## config.mk

```make
export PLATFORM = sky130hd
export DESIGN_NAME = fetch_stage_flat
export DESIGN_NICKNAME = d
export VERILOG_FILES = /design/src/rtl/fetch_pkg.sv /design/src/rtl/fetch_if.sv /design/src/rtl/fetch_fifo.sv /design/src/rtl/fetch_stage.sv /design/src/flat_wrapper.sv
export SDC_FILE = /design/constraint.sdc
export NUM_CORES = 1
export LEC_CHECK = 0
export ABC_AREA = 1
export BUFFER_PORTS_ARGS = -buffer_cell sky130_fd_sc_hd__buf_4
export CAP_MARGIN = 5
export CORE_UTILIZATION = 54
export DETAILED_ROUTE_END_ITERATION = 7
export GPL_TIMING_DRIVEN = 0
export HOLD_SLACK_MARGIN = 0.1
export PLACE_DENSITY = 0.78
export SYNTH_ARGS = -nofsm -noshare
export SYNTH_HDL_FRONTEND = slang
export SYNTH_SLANG_ARGS = --single-unit
```

## constraint.sdc

```tcl
create_clock -name clk -period 5 [get_ports clk]
set_clock_uncertainty 0.1 [all_clocks]
set_input_delay 0.75 -clock clk [delete_from_list [all_inputs] [get_ports clk]]
set_output_delay 0.75 -clock clk [all_outputs]
set_load 0.005 [all_outputs]
```

## src/rtl/fetch_pkg.sv

```systemverilog
// Shared types for the instruction fetch front end: FSM states, prefetch entry
// layout and the NOP encoding used for bubbles.
package fetch_pkg;

   localparam logic [31:0] NOP_INSN = 32'h0;

   typedef enum logic [1:0] {
      IDLE,
      FETCH,
      FLUSH
   } fetch_state_t;

   typedef struct packed {
      logic [31:0] ins;
      logic [31:0] addr;
   } fetch_entry_t;

endpackage

```

## src/rtl/fetch_if.sv

```systemverilog
// Instruction memory request/response bus: req/gnt address phase followed by
// in-order rvalid/rdata responses.
interface fetch_if;
   logic        imem_req;
   logic [31:0] imem_addr;
   logic        imem_gnt;
   logic        imem_rvalid;
   logic [31:0] imem_rdata;

   modport master (
      output imem_req,
      output imem_addr,
      input  imem_gnt,
      input  imem_rvalid,
      input  imem_rdata
   );

   modport slave (
      input  imem_req,
      input  imem_addr,
      output imem_gnt,
      output imem_rvalid,
      output imem_rdata
   );
endinterface

```

## src/rtl/fetch_fifo.sv

```systemverilog
// Synchronous prefetch FIFO of {ins, addr} entries with a synchronous clear.
// DEPTH must be a power of two so the pointers wrap naturally.
module fetch_fifo
   import fetch_pkg::*;
#(
   parameter  int DEPTH = 4,
   localparam int PTR_W = $clog2(DEPTH),
   localparam int CNT_W = PTR_W + 1
) (
   input  logic               clk,
   input  logic               rst,
   input  logic               clear,
   input  logic               push,
   input  fetch_entry_t       push_data,
   input  logic               pop,
   output fetch_entry_t       head,
   output logic [CNT_W-1:0]   count,
   output logic               full,
   output logic               empty
);

   fetch_entry_t     mem_q [DEPTH];
   logic [PTR_W-1:0] wr_ptr_q, wr_ptr_d;
   logic [PTR_W-1:0] rd_ptr_q, rd_ptr_d;
   logic [CNT_W-1:0] count_q, count_d;
   logic             push_ok, pop_ok;

   assign empty   = (count_q == '0);
   assign full    = (count_q == CNT_W'(DEPTH));
   assign count   = count_q;
   assign head    = mem_q[rd_ptr_q];
   // A push into a full FIFO is only accepted when a pop frees the slot.
   assign pop_ok  = pop && !empty;
   assign push_ok = push && (!full || pop_ok);

   always_comb begin
      wr_ptr_d = wr_ptr_q;
      rd_ptr_d = rd_ptr_q;
      count_d  = count_q;
      if (clear) begin
         wr_ptr_d = '0;
         rd_ptr_d = '0;
         count_d  = '0;
      end else begin
         if (push_ok) wr_ptr_d = wr_ptr_q + 1'b1;
         if (pop_ok)  rd_ptr_d = rd_ptr_q + 1'b1;
         count_d = count_q + CNT_W'(push_ok) - CNT_W'(pop_ok);
      end
   end

   always_ff @(posedge clk or posedge rst) begin
      if (rst) begin
         wr_ptr_q <= '0;
         rd_ptr_q <= '0;
         count_q  <= '0;
      end else begin
         wr_ptr_q <= wr_ptr_d;
         rd_ptr_q <= rd_ptr_d;
         count_q  <= count_d;
      end
   end

   always_ff @(posedge clk) begin
      if (push_ok && !clear) mem_q[wr_ptr_q] <= push_data;
   end

endmodule

```

## src/rtl/fetch_stage.sv

```systemverilog
// Instruction fetch front end: sequential PC generation, credit-limited memory
// requests, prefetch buffering, branch redirect/flush and the insi/diri output
// register. Define FETCH_PERF_EN to add the perf_fetched/perf_bubbles counters.
module fetch_stage
   import fetch_pkg::*;
#(
   parameter logic [31:0] RESET_PC   = 32'h0000_0000,
   parameter logic [31:0] PC_STEP    = 32'd4,
   parameter int          FIFO_DEPTH = 4
) (
   input  logic        clk,
   input  logic        rst,
   fetch_if.master     imem,
   input  logic        stall,
   input  logic        branch_taken,
   input  logic [31:0] branch_target,
   output logic [31:0] insi,
   output logic [31:0] diri,
   output logic        valid
`ifdef FETCH_PERF_EN
   ,
   output logic [31:0] perf_fetched,
   output logic [31:0] perf_bubbles
`endif
);

   localparam int             CNT_W   = $clog2(FIFO_DEPTH) + 1;
   localparam logic [CNT_W:0] DEPTH_W = (CNT_W + 1)'(FIFO_DEPTH);

   fetch_state_t     state_q, state_d;
   logic [31:0]      pc_q, pc_d;
   logic [31:0]      resp_pc_q, resp_pc_d;
   logic [CNT_W-1:0] outst_q, outst_d;
   logic [CNT_W-1:0] drop_q, drop_d;
   logic             valid_q, valid_d;
   logic [31:0]      ins_q, ins_d;
   logic [31:0]      dir_q, dir_d;

   logic             fifo_push, fifo_pop, fifo_clear, fifo_full, fifo_empty;
   logic [CNT_W-1:0] fifo_count;
   fetch_entry_t     fifo_head, fifo_wdata;

   logic credit_ok, req, granted, rsp_drop, rsp_take, rsp_any, load;

   fetch_fifo #(.DEPTH(FIFO_DEPTH)) u_fifo (
      .clk       (clk),
      .rst       (rst),
      .clear     (fifo_clear),
      .push      (fifo_push),
      .push_data (fifo_wdata),
      .pop       (fifo_pop),
      .head      (fifo_head),
      .count     (fifo_count),
      .full      (fifo_full),
      .empty     (fifo_empty)
   );

   // Buffered plus in-flight words never exceed the FIFO, so every accepted
   // response is guaranteed a slot.
   assign credit_ok = !fifo_full &&
                      (({1'b0, fifo_count} + {1'b0, outst_q}) < DEPTH_W);
   assign req       = (state_q == FETCH) && credit_ok;
   assign granted   = req && imem.imem_gnt;
   assign rsp_drop  = imem.imem_rvalid && (drop_q != '0);
   assign rsp_take  = imem.imem_rvalid && (drop_q == '0) && (outst_q != '0);
   assign rsp_any   = rsp_drop || rsp_take;
   assign load      = !valid_q || !stall;

   assign fifo_wdata.ins  = imem.imem_rdata;
   assign fifo_wdata.addr = resp_pc_q;

   assign imem.imem_req  = req;
   assign imem.imem_addr = pc_q;
   assign insi           = ins_q;
   assign diri           = dir_q;
   assign valid          = valid_q;

   always_comb begin
      state_d    = state_q;
      pc_d       = pc_q;
      resp_pc_d  = resp_pc_q;
      outst_d    = outst_q;
      drop_d     = drop_q;
      valid_d    = valid_q;
      ins_d      = ins_q;
      dir_d      = dir_q;
      fifo_push  = 1'b0;
      fifo_pop   = 1'b0;
      fifo_clear = 1'b0;

      unique case (state_q)
         IDLE:    state_d = FETCH;
         FETCH:   state_d = FETCH;
         FLUSH:   if (drop_q == '0) state_d = FETCH;
         default: state_d = IDLE;
      endcase

      if (granted)  pc_d = pc_q + PC_STEP;
      if (rsp_take) resp_pc_d = resp_pc_q + PC_STEP;
      outst_d = outst_q + CNT_W'(granted) - CNT_W'(rsp_take);
      drop_d  = drop_q - CNT_W'(rsp_drop);

      // A word arriving while the FIFO is empty bypasses it so the pipeline
      // sees it the cycle after rvalid.
      if (load) begin
         if (!fifo_empty) begin
            fifo_pop = 1'b1;
            valid_d  = 1'b1;
            ins_d    = fifo_head.ins;
            dir_d    = fifo_head.addr;
         end else if (rsp_take) begin
            valid_d  = 1'b1;
            ins_d    = imem.imem_rdata;
            dir_d    = resp_pc_q;
         end else begin
            valid_d  = 1'b0;
            ins_d    = NOP_INSN;
            dir_d    = 32'h0;
         end
      end
      fifo_push = rsp_take && !(load && fifo_empty);

      // Redirect overrides everything, including stall; every word still in
      // flight (even one granted or returned this cycle) becomes a drop.
      if (branch_taken) begin
         state_d    = FLUSH;
         pc_d       = branch_target;
         resp_pc_d  = branch_target;
         fifo_clear = 1'b1;
         fifo_push  = 1'b0;
         fifo_pop   = 1'b0;
         valid_d    = 1'b0;
         ins_d      = NOP_INSN;
         dir_d      = 32'h0;
         outst_d    = '0;
         drop_d     = drop_q + outst_q + CNT_W'(granted) - CNT_W'(rsp_any);
      end
   end

   always_ff @(posedge clk or posedge rst) begin
      if (rst) begin
         state_q   <= IDLE;
         pc_q      <= RESET_PC;
         resp_pc_q <= RESET_PC;
         outst_q   <= '0;
         drop_q    <= '0;
         valid_q   <= 1'b0;
         ins_q     <= NOP_INSN;
         dir_q     <= 32'h0;
      end else begin
         state_q   <= state_d;
         pc_q      <= pc_d;
         resp_pc_q <= resp_pc_d;
         outst_q   <= outst_d;
         drop_q    <= drop_d;
         valid_q   <= valid_d;
         ins_q     <= ins_d;
         dir_q     <= dir_d;
      end
   end

`ifdef FETCH_PERF_EN
   logic [31:0] perf_fetched_q, perf_fetched_d;
   logic [31:0] perf_bubbles_q, perf_bubbles_d;

   always_comb begin
      perf_fetched_d = perf_fetched_q + 32'(valid_q && !stall);
      perf_bubbles_d = perf_bubbles_q + 32'(!valid_q && !stall);
   end

   always_ff @(posedge clk or posedge rst) begin
      if (rst) begin
         perf_fetched_q <= '0;
         perf_bubbles_q <= '0;
      end else begin
         perf_fetched_q <= perf_fetched_d;
         perf_bubbles_q <= perf_bubbles_d;
      end
   end

   assign perf_fetched = perf_fetched_q;
   assign perf_bubbles = perf_bubbles_q;
`endif

endmodule

```

## src/flat_wrapper.sv

```systemverilog
// flat-port wrapper written by rule: the top's interface ports become plain ports
module fetch_stage_flat import fetch_pkg::*;
#(
   parameter logic [31:0] RESET_PC   = 32'h0000_0000,
   parameter logic [31:0] PC_STEP    = 32'd4,
   parameter int          FIFO_DEPTH = 4
)
  (clk, rst, stall, branch_taken, branch_target, insi, diri, valid, imem_imem_req, imem_imem_addr, imem_imem_gnt, imem_imem_rvalid, imem_imem_rdata);
  fetch_if imem_i ();
  input  logic clk;
  input  logic rst;
  input  logic stall;
  input  logic branch_taken;
  input  logic [31:0] branch_target;
  output logic [31:0] insi;
  output logic [31:0] diri;
  output logic valid;
  output wire logic [$bits(imem_i.imem_req)-1:0] imem_imem_req;
  output wire logic [$bits(imem_i.imem_addr)-1:0] imem_imem_addr;
  input wire logic [$bits(imem_i.imem_gnt)-1:0] imem_imem_gnt;
  input wire logic [$bits(imem_i.imem_rvalid)-1:0] imem_imem_rvalid;
  input wire logic [$bits(imem_i.imem_rdata)-1:0] imem_imem_rdata;
  assign imem_imem_req = imem_i.imem_req;
  assign imem_imem_addr = imem_i.imem_addr;
  assign imem_i.imem_gnt = imem_imem_gnt;
  assign imem_i.imem_rvalid = imem_imem_rvalid;
  assign imem_i.imem_rdata = imem_imem_rdata;
  fetch_stage #(.RESET_PC(RESET_PC), .PC_STEP(PC_STEP), .FIFO_DEPTH(FIFO_DEPTH)) u_core (.clk(clk), .rst(rst), .imem(imem_i), .stall(stall), .branch_taken(branch_taken), .branch_target(branch_target), .insi(insi), .diri(diri), .valid(valid));
endmodule
```

# Word level (Yosys, flattened, before mapping)
# Memory sizes are Yosys's and may differ from the RTL's.
# Cells that the tools add are included.
[op_classes]
n_addsub = 13
magnitude_cmp = 1
n_eq_ne = 4
mux = 33
n_reduce_logical = 31
[op_table]
columns = ["op", "n"]
rows = [
  ["$mux 32", 12],
  ["$add 32x3->32 const B", 2],
  ["$mux 2", 6],
  ["$sub 3x1->3", 4],
  ["$logic_and 1x1->1", 11],
  ["$mux 1", 11],
  ["$reduce_bool 2->1", 5],
  ["$add 3x1->3", 3],
  ["$mux 3", 3],
  ["$logic_not 1->1", 6],
  ["$logic_not 3->1", 2],
  ["$reduce_bool 3->1", 2],
  ["$add 2x1->2 const B", 2],
  ["$add 3x3->4", 1],
  ["$lt 4x3->1 const B", 1],
  ["$pmux 2 s2", 1],
  ["$add 3x3->3", 1],
  ["$eq 3x3->1 const B", 1],
  ["$logic_or 1x1->1", 3],
  ["$ne 3x2->1 const B", 1],
  ["$eq 2x1->1 const B", 1],
  ["$eq 2x2->1 const B", 1],
  ["$logic_not 2->1", 1],
  ["$reduce_or 2->1", 1],
]
[word_totals]
regBits = 144
ramBits = 256
inputBits = 70
output_inout_bits = 98
elab_cells = 94
mem_count = 1
[memory_table]
columns = ["memory", "words", "word_bits", "rd", "rd_ports_with_merged_regs", "write_ports", "line", "source"]
rows = [
  ["u_core.u_fifo.mem_q", 4, 64, 1, 0, 1, "fetch_fifo.sv:22", "fetch_entry_t mem_q [DEPTH];"],
]

# Depth between registers and ports, before layout
[depth]
ltp_word = 10
depth_mapped = 14
depth_no_buf = 14

# By module
# Synthesis repeated with hierarchy kept, for this count alone.
[hier_totals]
hier_cells = 1802
area_unflattened_um2 = 18186.2
[modules_own_cells]
columns = ["mod", "n_inst", "cells_each", "area_per_inst_um2", "seq_area_each_um2"]
rows = [
  ["fetch_fifo", 1, 682, 10168.5, 7862.5],
  ["fetch_stage", 1, 1120, 8017.7, 3428.3],
]

# Worst setup path before layout
# Ideal clock, no wire load.
[synth_path]
path_kind = "input-to-reg"
startpoint = "in imem_imem_rvalid"
endpoint = "mem u_core.u_fifo.mem_q[0][0] in the netlist's numbering, enable pin"
setup_time_ns = 0.486
arrival_time_ns = 3.978
required_time_ns = 4.414
setup_slack_ns = 0.435
stages = 6
n_path_buf = 0
cell_sequence = "nand2_1 -> nor2_4 -> nand2_2 -> inv_4 -> nand3_2 -> nor2_1"
[synth_between]
elab_chain_cells = 8
[synth_rtl]
columns = ["element", "line", "source"]
rows = [
  ["start, declared", "flat_wrapper.sv:21", "input wire logic [$bits(imem_i.imem_rvalid)-1:0] imem_imem_rvalid;"],
  ["$logic_and 1x1->1 (2 in a row)", "fetch_stage.sv:65", "assign rsp_take = imem.imem_rvalid && (drop_q == '0) && (outst_q != '0);"],
  ["$logic_and 1x1->1", "fetch_stage.sv:121", "fifo_push = rsp_take && !(load && fifo_empty);"],
  ["$mux 1", "fetch_stage.sv:125", "if (branch_taken) begin"],
  ["$logic_and 1x1->1", "fetch_fifo.sv:34", "assign push_ok = push && (!full || pop_ok);"],
  ["$logic_and 1x1->1", "fetch_fifo.sv:64", "if (push_ok && !clear) mem_q[wr_ptr_q] <= push_data;"],
  ["$mux 1", "fetch_fifo.sv:64", ""],
  ["$mux 1 (not written as such)", "fetch_fifo.sv:64", ""],
  ["end, declared", "fetch_fifo.sv:22", ""],
]
# No other way between the ends.

# Worst setup path after layout
[layout_path]
startpoint = "reg u_core.u_fifo.count_q[1] (netlist: u_core.u_fifo.count[1])"
endpoint = "reg u_core.u_fifo.count_q[2] (netlist: u_core.u_fifo.count[2])"
[layout_between]
elab_chain_cells = 10
elab_cells_between_ends = 17
cone_classes = "2 x add/sub; 1 x eq/ne; 5 x mux; 9 x reduce/logical"
[layout_rtl]
columns = ["element", "line", "source"]
rows = [
  ["start, declared", "fetch_fifo.sv:25", "logic [CNT_W-1:0] count_q, count_d;"],
  ["start signal, assigned", "fetch_fifo.sv:59", "count_q <= count_d;"],
  ["$logic_not 3->1", "fetch_fifo.sv:28", "assign empty = (count_q == '0);"],
  ["$mux 1", "fetch_stage.sv:106", "if (!fifo_empty) begin"],
  ["$mux 1", "fetch_stage.sv:105", "if (load) begin"],
  ["$mux 1", "fetch_stage.sv:125", ""],
  ["$logic_and 1x1->1", "fetch_fifo.sv:33", "assign pop_ok = pop && !empty;"],
  ["$logic_or 1x1->1", "fetch_fifo.sv:34", ""],
  ["$logic_and 1x1->1", "fetch_fifo.sv:34", ""],
  ["$add 3x1->3", "fetch_fifo.sv:47", "count_d = count_q + CNT_W'(push_ok) - CNT_W'(pop_ok);"],
  ["$sub 3x1->3 (*)", "fetch_fifo.sv:47", ""],
  ["$mux 3 (*)", "fetch_fifo.sv:40", "if (clear) begin"],
  ["net u_core.u_fifo.count_d[2]", "fetch_fifo.sv:25", ""],
]
# The timed path passes the listed nets; every way through them passes the cells marked *.
# A chain may end at the register's enable or synchronous reset.

==> run_results.csv <==
group,metric,value,unit
global_routing,antenna_found_initial,0,
sta,min_period,3550,ps
synth,yosys_register_bits,400,
power_and_ir_drop,peakVddDrop,0.315,mV
power_and_ir_drop,pwr-share-comb,25.3,%
sta,drv_slew,0,
final_layout,final_layout_size_suffix_gt1_share,13.9,%
clocking,cts_buffers,41,
worst_setup_path,cp_cell_sequence,"inv_1 -> nand2_1 -> nor2_1 -> nor2_1 -> buf_2 -> buf_2 -> ha_1 -> inv_1 -> ha_1 -> inv_1 -> fa_1 -> and3_1 -> nor3_1",
clocking,clock-root-buffer,"clkbuf_16",
final_layout,final_nets,2098,
worst_setup_path,cp_max_fo,10,
placement,place_area,0.0197,mm²
floorplanning,core_area,0.0319,mm²
power_and_ir_drop,pwr-share-seq,42.6,%
final_layout,final_cell_mix,"nand2_1 (563), nand3_1 (277), edfxtp_1 (256)",
final_layout,stdcell_area,0.0211,mm²
worst_setup_path,path_class,"flip-flop to flip-flop",
worst_setup_path,slowest_stage,"nor2_1",
global_routing,gr-usage-met2,48.6,%
min_path,hp-class,"input pin to async pin",
worst_setup_path,cp-startpoint,"u_core.u_fifo.count[1]",
clocking,ctsResizeCount,0,
final_layout,final_common_cell,"nand2_1",
global_routing,overflow,0,
status,status,"finished clean",
global_routing,top_usage_layer,"met2",
worst_setup_path,crit_family,"simple AND/OR/NAND/NOR gates",
global_routing,grtUsageTotal,28.7,%
sta,max_clock_freq,282,MHz
power_and_ir_drop,p_int,0.00660,W
worst_setup_path,cp.arrival,3890,ps
worst_setup_path,ff2ff_path_depth,13,
detailed_routing,viasPerCell,5.69,
worst_setup_path,r2r-end,"u_core.u_fifo.count[2]",
worst_setup_path,start_kind,"flip-flop",
worst_setup_path,reg2reg_from,"u_core.u_fifo.count[1]",
sta,finalSetupTns,0,ps
sta,rsz0062_at_grt,"no",
worst_setup_path,end_kind,"flip-flop",
clocking,ctsHoldBuffers,0,
synth,ys_seq_area_share,63.8,%
synth,postSynthAreaPerCell,9.89,µm²
floorplanning,initial_core_util,55.5,%
detailed_routing,drt_wl_total,47.5,mm
clocking,clk_latency,550,ps
clocking,cts.sinks,400,
sta,setup_viol,0,
power_and_ir_drop,switchingPower,0.00317,W
detailed_routing,route.detailed.drc,0,
global_routing,grt_pass1_vias,13600,
flow_run,cap_violations,0,
power_and_ir_drop,leakagePower,8.79,nW
worst_setup_path,crit_buf_inv,5,
placement,place.gp.congestion,0.938,
clocking,h-tree-depth,2,
sta,fin_crit_sh,70.9,%
power_and_ir_drop,swShare,32.4,%
floorplanning,die_w,183,µm
detailed_routing,dr.pass1.iters,5,
worst_setup_path,required,5340,ps
worst_setup_path,r2r_slack,1450,ps
final_layout,instances_no_fill,2475,
sta,whs,171,ps
global_routing,met3_usage,4.23,%
sta,tightest_slew,916,ps
synth,synth_cells,1788,
worst_setup_path,critical_path.most_common_cell,"inv_1",
global_routing,grt_pass1_wl,73.9,mm
global_routing,use_met1,38.1,%
synth,synth.net_count,1878,
worst_setup_path,slowest_delay,700,ps
floorplanning,fp.dieH,183,µm
sta,hold_violations,0,
placement,hpwl,32.5,mm
worst_setup_path,cp-endpoint,"u_core.u_fifo.count[2]",
final_layout,syn_to_final_growth,19.4,%
sta,maxSlewHeadroom,38.7,%
detailed_routing,avgRoutedWirePerCell,19.2,µm
floorplanning,die_area,0.0335,mm²
detailed_routing,drt_iter0_drc,1336,
floorplanning,rows,65,
clocking,postCtsSetupRepairBufs,0,
synth,synth.distinct_cells,43,
power_and_ir_drop,pwr-share-clk,32.1,%
clocking,cts_max_path_buffers,3,
placement,portBuffers,167,
final_layout,antennaDiodeCount,0,
placement,dp_cells,2399,
final_layout,final_core_util,66.2,%
detailed_routing,ant_nets,0,
clocking,clkTransAtPathRegs,60,ps
global_routing,grt_max_degree,86,
clocking,cts_tree,"yes",
floorplanning,ios,168,
power_and_ir_drop,power.density,463,mW/mm²
detailed_routing,vias,14100,
worst_setup_path,cp.depth,13,
synth,yosysWarnings,0,
synth,netlist_area,0.0177,mm²
-- worst reg2reg max path, stage by stage, from the launching register on --
cell and delay [ps]:
dfrtp_1 450, inv_1 60, nand2_1 100, nor2_1 70
nor2_1 700, buf_2 410, buf_2 330, ha_1 280
inv_1 60, ha_1 130, inv_1 50, fa_1 370
and3_1 170, nor3_1 170
-- cells in the mapped netlist, drive strengths merged --
| library cell | instances | area share [%] |
|---|---|---|
| or2 | 3 | 0.11 |
| dfrtp | 144 | 20 |
| nand4 | 13 | 0.46 |
| a21o | 2 | 0.085 |
| o21ai | 80 | 2.3 |
| o211ai | 13 | 0.69 |
| nand2 | 565 | 12 |
| clkbuf | 52 | 1.1 |
| inv | 109 | 2.3 |
| and2 | 3 | 0.11 |
| and3 | 3 | 0.11 |
| xor2 | 16 | 0.79 |
| fa | 4 | 0.45 |
| nand3b | 5 | 0.21 |
| nand3 | 278 | 7.9 |
| a31oi | 2 | 0.071 |
| o31ai | 1 | 0.042 |
| a32oi | 10 | 0.50 |
| o221ai | 2 | 0.099 |
| o22ai | 17 | 0.60 |
| xnor2 | 9 | 0.45 |
| a21oi | 21 | 0.59 |
| clkinv | 3 | 0.071 |
| nor3 | 9 | 0.32 |
| ha | 16 | 1.1 |
| o21bai | 1 | 0.042 |
| edfxtp | 256 | 43 |
| buf | 27 | 0.81 |
| a21boi | 1 | 0.042 |
| nor2 | 123 | 2.8 |
-- cell families after synthesis --
group	count (synthesis)	synth area share (%)
AND/OR/NAND/NOR	1002	24.0
flip-flops	400	63.8
buffers and inverters	191	4.31
AO/OA/AOI/OAI	150	5.03
XOR/XNOR	25	1.24
adder cells (fa/ha/maj)	20	1.58
-- stage by stage --
step / power [W] / setup WS, ps
2_1_floorplan: 0.00555 / 284
3_3_place_gp: 0.00656 / -1930
3_5_place_dp: 0.00666 / 1110
4_1_cts: 0.00978 / 1530
5_1_grt: 0.0102 / 1370
6_report: 0.00977 / 1450
-- how the worst min path moves through the flow --
stage	from	to	slack, ps	cells past startpoint
4_1_cts	rst	u_core.drop_q[1]	210	2
3_3_place_gp	u_core.state_q[1]	u_core.state_q[0]	330	1
6_report	rst	u_core.drop_q[1]	170	2
3_5_place_dp	u_core.state_q[1]	u_core.state_q[0]	340	1
5_1_grt	rst	u_core.drop_q[1]	230	2
2_1_floorplan	u_core.state_q[1]	u_core.state_q[0]	320	1
-- sequential cells by signal (all words and copies together) (netlist names) --
name                    cells
u_core.imem.imem_addr      32
u_core.outst_q              3
u_core.u_fifo.count         3
u_core.resp_pc_q           32
u_core.valid                1
u_core.drop_q               3
u_core.diri                32
u_core.state_q              2
u_core.u_fifo.mem_q       256
u_core.insi                32
u_core.u_fifo.wr_ptr_q      2
u_core.u_fifo.rd_ptr_q      2
-- power groups by stage --
| stage | clock network [W] | logic (W) | registers, W |
|---|---|---|---|
| 6_report | 0.00314 | 0.00247 | 0.00417 |
| 5_1_grt | 0.00329 | 0.00275 | 0.00420 |
| 4_1_cts | 0.00316 | 0.00246 | 0.00416 |
| 3_5_place_dp | 0 | 0.00244 | 0.00422 |
| 3_3_place_gp | 0 | 0.00236 | 0.00421 |
| 2_1_floorplan | 0 | 0.00140 | 0.00415 |
-- metal layers --
| layer | routed length (µm) | up-vias |
|---|---|---|
| li1 | - | 6504 |
| met1 | 18300 | 6699 |
| met2 | 23400 | 762 |
| met3 | 4430 | 112 |
| met4 | 1330 | 0 |
| met5 | 0 | - |
-- layout make-up --
class | instances | area [µm²]
buffer | 79 | 339
clock buffer | 51 | 1110
clock inverter | 24 | 267
fill | 2469 | 10800
inverter | 112 | 429
multi-input combinational | 1197 | 5660
sequential | 400 | 11300
tap | 435 | 544
timing repair buffer | 177 | 1460
Power figures use the tool's default switching activity.
